$ cat src/rtl/riscv_pkg.sv
// Shared definitions for the integer pipeline back end.
//   XLEN / NREG / REG_AW : register width, count and index width
//   CNT_W                : default width of the write-activity counter
//   WB_SEL_ALU/WB_SEL_MEM: encodings of the mem_to_reg write-back select
package riscv_pkg;

    localparam int XLEN   = 32;
    localparam int NREG   = 32;
    localparam int REG_AW = 5;
    localparam int CNT_W  = 32;

    localparam logic WB_SEL_ALU = 1'b0;
    localparam logic WB_SEL_MEM = 1'b1;

endpackage

$ cat src/rtl/regfile_rd_port.sv
// One combinational register-file read port.
// x0 reads as zero. A write being committed to the addressed register in
// the same cycle is bypassed through.
// Optional macro REGFILE_READ_GATE_EN adds a hold register. While en is low
// the port output is frozen at the last value seen with en high.
// Ports:
//   clk, reset  clock / synchronous active-high reset (used by the hold register)
//   addr, en    read index and port-active strobe
//   regs        flat view of the register array
//   wr_addr     destination index of the write in flight
//   wr_commit   write in flight is committed this cycle
//   wr_data     data of the write in flight
//   data        read result
module regfile_rd_port
    import riscv_pkg::*;
#(
    parameter int XLEN   = riscv_pkg::XLEN,
    parameter int NREG   = riscv_pkg::NREG,
    parameter int REG_AW = riscv_pkg::REG_AW
) (
    input  logic                      clk,
    input  logic                      reset,
    input  logic [REG_AW-1:0]         addr,
    input  logic                      en,
    input  logic [NREG-1:0][XLEN-1:0] regs,
    input  logic [REG_AW-1:0]         wr_addr,
    input  logic                      wr_commit,
    input  logic [XLEN-1:0]           wr_data,
    output logic [XLEN-1:0]           data
);

    logic [XLEN-1:0] live;

    // wr_commit already excludes reset, so the bypass is suppressed there.
    always_comb begin
        live = regs[addr];
        if (addr == '0) begin
            live = '0;
        end else if (wr_commit && (wr_addr == addr)) begin
            live = wr_data;
        end
    end

`ifdef REGFILE_READ_GATE_EN
    logic [XLEN-1:0] hold;

    always_ff @(posedge clk) begin
        if (reset) begin
            hold <= '0;
        end else if (en) begin
            hold <= live;
        end
    end

    always_comb begin
        data = en ? live : hold;
    end
`else
    logic unused_gate_inputs;
    assign unused_gate_inputs = &{1'b0, clk, reset, en};

    always_comb begin
        data = live;
    end
`endif

endmodule

$ cat src/rtl/wb_regfile.sv
// Write-back stage and integer register file.
// Selects load data or ALU result from MEM/WB and commits it to x1..x31.
// It also serves two bypassed ID-stage read ports and counts committed writes,
// saturating at all-ones.
// Optional macro REGFILE_READ_GATE_EN: the read ports hold their output while
// rsN_en is low.
// Ports:
//   clk, reset                 clock / synchronous active-high reset
//   mem_data_in, alu_result_in write-back candidates from MEM/WB
//   rd_in, reg_write_in        destination index and write enable
//   mem_to_reg_in              1 selects load data, 0 selects ALU result
//   rs1_addr/rs2_addr          read indices
//   rs1_en/rs2_en              read port active strobes
//   rs1_data/rs2_data          read data
//   wb_data                    selected write-back value (comb)
//   wb_commit                  write actually committed this cycle (comb)
//   wr_count                   saturating count of committed writes
module wb_regfile
    import riscv_pkg::*;
#(
    parameter int XLEN   = riscv_pkg::XLEN,
    parameter int NREG   = riscv_pkg::NREG,
    parameter int REG_AW = riscv_pkg::REG_AW,
    parameter int CNT_W  = riscv_pkg::CNT_W
) (
    input  logic              clk,
    input  logic              reset,
    input  logic [XLEN-1:0]   mem_data_in,
    input  logic [XLEN-1:0]   alu_result_in,
    input  logic [REG_AW-1:0] rd_in,
    input  logic              reg_write_in,
    input  logic              mem_to_reg_in,
    input  logic [REG_AW-1:0] rs1_addr,
    input  logic [REG_AW-1:0] rs2_addr,
    input  logic              rs1_en,
    input  logic              rs2_en,
    output logic [XLEN-1:0]   rs1_data,
    output logic [XLEN-1:0]   rs2_data,
    output logic [XLEN-1:0]   wb_data,
    output logic              wb_commit,
    output logic [CNT_W-1:0]  wr_count
);

    logic [NREG-1:0][XLEN-1:0] regs;

    always_comb begin
        wb_data = (mem_to_reg_in == WB_SEL_MEM) ? mem_data_in : alu_result_in;
    end

    always_comb begin
        wb_commit = reg_write_in && (rd_in != '0) && !reset;
    end

    always_ff @(posedge clk) begin
        if (reset) begin
            regs <= '0;
        end else if (wb_commit) begin
            regs[rd_in] <= wb_data;
        end
    end

    always_ff @(posedge clk) begin
        if (reset) begin
            wr_count <= '0;
        end else if (wb_commit && (wr_count != '1)) begin
            wr_count <= wr_count + 1'b1;
        end
    end

    regfile_rd_port #(
        .XLEN   (XLEN),
        .NREG   (NREG),
        .REG_AW (REG_AW)
    ) u_rd_port1 (
        .clk       (clk),
        .reset     (reset),
        .addr      (rs1_addr),
        .en        (rs1_en),
        .regs      (regs),
        .wr_addr   (rd_in),
        .wr_commit (wb_commit),
        .wr_data   (wb_data),
        .data      (rs1_data)
    );

    regfile_rd_port #(
        .XLEN   (XLEN),
        .NREG   (NREG),
        .REG_AW (REG_AW)
    ) u_rd_port2 (
        .clk       (clk),
        .reset     (reset),
        .addr      (rs2_addr),
        .en        (rs2_en),
        .regs      (regs),
        .wr_addr   (rd_in),
        .wr_commit (wb_commit),
        .wr_data   (wb_data),
        .data      (rs2_data)
    );

endmodule

$ cat config.mk
export PLATFORM = sky130hd
export DESIGN_NAME = wb_regfile
export DESIGN_NICKNAME = d
export VERILOG_FILES = /design/src/rtl/riscv_pkg.sv /design/src/rtl/regfile_rd_port.sv /design/src/rtl/wb_regfile.sv
export SDC_FILE = /design/constraint.sdc
export NUM_CORES = 2
export LEC_CHECK = 0
export ABC_AREA = 1
export CORE_ASPECT_RATIO = 1.2
export CORE_UTILIZATION = 30
export CTS_BUF_LIST = sky130_fd_sc_hd__clkbuf_8 sky130_fd_sc_hd__clkbuf_16
export DETAILED_ROUTE_END_ITERATION = 16
export PLACE_DENSITY = 0.41
export SLEW_MARGIN = 25
export SYNTH_ARGS = -nofsm -noshare
export SYNTH_HDL_FRONTEND = slang
export SYNTH_SLANG_ARGS = --single-unit
$ cat constraint.sdc
create_clock -name clk -period 3.02 [get_ports clk]
set_clock_uncertainty 0.05 [all_clocks]
set_input_delay 0.604 -clock clk [delete_from_list [all_inputs] [get_ports clk]]
set_output_delay 0.604 -clock clk [all_outputs]
set_load 0.005 [all_outputs]
==> impl_metrics.py <==
metrics = {
    "hold_path": {
        "hold_depth": 3,
        "hp-class": "in2reg",
    },
    "pwr": {
        "ir_drop_mv": 0.338,
        "power_density_nw_per_um2": 469,
        "leakagePower_nw": 31.1,
    },
    "synthesis": {
        "synth_nets": 9215,
        "yosysSeqAreaShare_pct": 36.4,
        "async_flop_share_pct": 0,
        "yosysTopAreaCell": "dfxtp_1",
        "syn_area_um2": 58000,
        "synth-edff-count": 0,
        "synth.distinct_cells": 29,
        "synth_top_area_share_pct": 36.4,
        "ys_ff_latch": 1056,
        "syn_inst": 9129,
        "synth_flop_cell": "dfxtp_1",
        "ys_top_cells_by_count": "1795 x o21ai_0, 1651 x a21oi_1, 1299 x nand2_1",
        "yosysWarnings": 0,
        "synth_area_leaders": "dfxtp_1 36%, o21ai_0 15%, a21oi_1 14%",
        "yosysMostFrequentCell": "o21ai_0",
        "avgSynthCellArea_um2": 6.35,
    },
    "setup_path": {
        "max_stage_delay_ps": 190,
        "path_delay_family": "buffers and inverters",
        "cp-start-kind": "input pin",
        "critPathRequiredTime_ps": 2370,
        "crit_cells": 16,
        "crit_chain": "buf_16 > buf_8 > buf_6 > xnor2_4 > nand3_2 > nor3_2 > buf_4 > nand2_8 > buf_12 > buf_16 > buf_8 > o21ai_2 > inv_1 > nand2_1 > inv_1 > buf_2",
        "critPathMaxFanout": 6,
        "critical_path.n_buffers_inverters": 10,
        "path_class": "in2out",
        "ff2ff_path_depth": 10,
        "cp.arrival_ps": 2500,
        "rrSetupSlack_ps": 840,
        "end_kind": "output pin",
        "slowest_stage": "nor3_2",
    },
    "drt": {
        "route.detailed.drc": 0,
        "vias": 67700,
        "routed_wl_mm": 331,
        "antenna_left": 0,
        "drt_iter0_drc": 7258,
        "post_drt_via_cell_ratio": 5.51,
        "post_drt_wl_per_cell_um": 26.9,
        "dr.pass1.iters": 7,
    },
    "sta": {
        "worst_slew_pin_slew_ps": 1020,
        "whs_ps": 322,
        "max_freq_mhz": 317,
        "hold_viol": 0,
        "relSlewSlack_pct": 32.1,
        "setup_violations": 25,
        "setup_slack_ps": -138,
        "fin_setup_tns_ps": -1550,
        "finalCritPeriodShare_pct": 105,
        "fin_crit_ps": 3160,
        "rsz0062_at_grt": "yes",
        "finalMaxSlewViolations": 0,
    },
    "finish": {
        "design_area_um2": 80200,
        "drive_above_1_share_pct": 18.7,
        "nNetsFinal": 9700,
        "area_growth_pct": 38.3,
        "utilization_pct": 41.8,
        "n_fill_cell": 19900,
    },
    "clocking": {
        "cts_tree": "yes",
        "h-tree-depth": 4,
        "clk_latency_ps": 810,
        "cts_sinks": 1056,
        "root_buffer": "clkbuf_16",
        "cts_inserted_buffers": 130,
        "path_clk_slew_ps": 60,
        "holdBufCountCts": 0,
        "clk_path_buf_depth": 3,
    },
    "grt": {
        "grt_use_total_pct": 32.7,
        "first_global_vias": 61900,
        "grt_remaining_overflow": 0,
        "antenna_found_initial": 23,
        "grt_pass1_wl_mm": 466,
        "grt_max_degree": 127,
    },
    "outcome": {
        "violations": "setup timing",
        "status": "complete, but fails checks",
    },
    "floorplan": {
        "dieArea_um2": 195000,
        "initial_utilization_pct": 30.2,
        "die_width_um": 403,
        "rows": 176,
        "core-area_um2": 192000,
        "die_h_um": 484,
        "io-pin-count": 214,
    },
    "placed_design": {
        "dpl_cell_area_um2": 68800,
        "routabilityCongestion": 0.868,
        "io_buffers": 211,
        "dp_hpwl_mm": 200,
    },
    "run": {
        "max_cap_viol_count": 0,
    },
}
kinds of logic after synthesis:
logic type | share of synthesized area [%]
AO/OA/AOI/OAI | 32.1
AND/OR/NAND/NOR | 18.2
buffers and inverters | 12.3
flip-flops | 36.4
multiplexers | 0.621
XOR/XNOR | 0.377
adder cells (fa/ha/maj) | 0.0216
through the flow:
step	cells	setup slack, ps	total power, mW
6_report	12300	-138	37.6
2_1_floorplan	9129	353	17.0
5_1_grt	12300	-212	38.7
4_1_cts	12300	-152	37.5
3_5_place_dp	11800	-693	20.2
3_3_place_gp	11800	-667	20.2
tightest hold or removal path, cell delays in order:
cell    delay, ps
buf_8         130
buf_4         270
nor2_1        130
sequential cells by signal, indices dropped and copies added (netlist names):
name      flops
wr_count     32
regs       1024
metal layers:
metal	track usage (%)	part of all wire (%)	wire, um
met1	44.8	44	145000
met2	51.1	44	146000
met3	5.23	8.0	26400
met4	12.6	4.3	14100
met5	0	0.028	93
final timing paths:
kind,start,endpoint
setup / recovery,rs1_addr[1],rs1_data[19]
hold / removal,reset,regs[12]$_SDFFE_PP0P_
setup reg to reg,wr_count[1]$_SDFFE_PP0P_,wr_count[21]$_SDFFE_PP0P_
hold reg to reg,regs[31]$_SDFFE_PP0P_,regs[31]$_SDFFE_PP0P_
what timing repair did:
| item | CTS | global route |
|---|---|---|
| gates cloned | 79 | 16 |
| hold endpoints to repair | 0 | 0 |
| buffers inserted | 186 | 44 |
| endpoints found under the setup margin | 66 | 66 |
| pin swaps | 215 | 263 |
| gates resized for setup | 1005 | 454 |
power by group:
part           internal (mW)  total (mW)  leakage [nW]  switching [mW]
combinational           2.80        7.15          20.3            4.35
sequential              14.0        14.1          8.51          0.0452
clock                   9.54        16.4          2.26            6.84
total                   26.4        37.6          31.1            11.2
layout make-up:
cell class,instances,area [um2],share of cell area [%]
clock inverters,66,515,0.643
repair inverters,5,88.8,0.111
repair buffers,1233,15800,19.7
inverters,966,3730,4.65
multi-input cells,6222,31900,39.7
diodes,2,5.00,0.00624
flip-flops and latches,1056,21100,26.4
well taps,2581,3230,4.03
clock buffers,165,3810,4.76
placed cells by master (no fill, tap or decap), drive strengths merged:
master            n
bufbuf           18
a21oi          1651
bufinv            8
dlygate4sd2       6
nand3           715
o21ai          1819
clkdlybuf4s15     7
nand2          1305
xor2             16
diode             2
nor3             18
dfxtp          1056
clkinvlp          4
clkinv           21
buf            1043
nor2            479
nand3b            4
inv            1004
dlymetal6s2s      1
xnor2             9
clkbuf          196
ha                1
mux2             32
clkdlybuf4s50   127
o211ai          164
nand4             9
No activity file was read; power rests on OpenSTA's default activity.
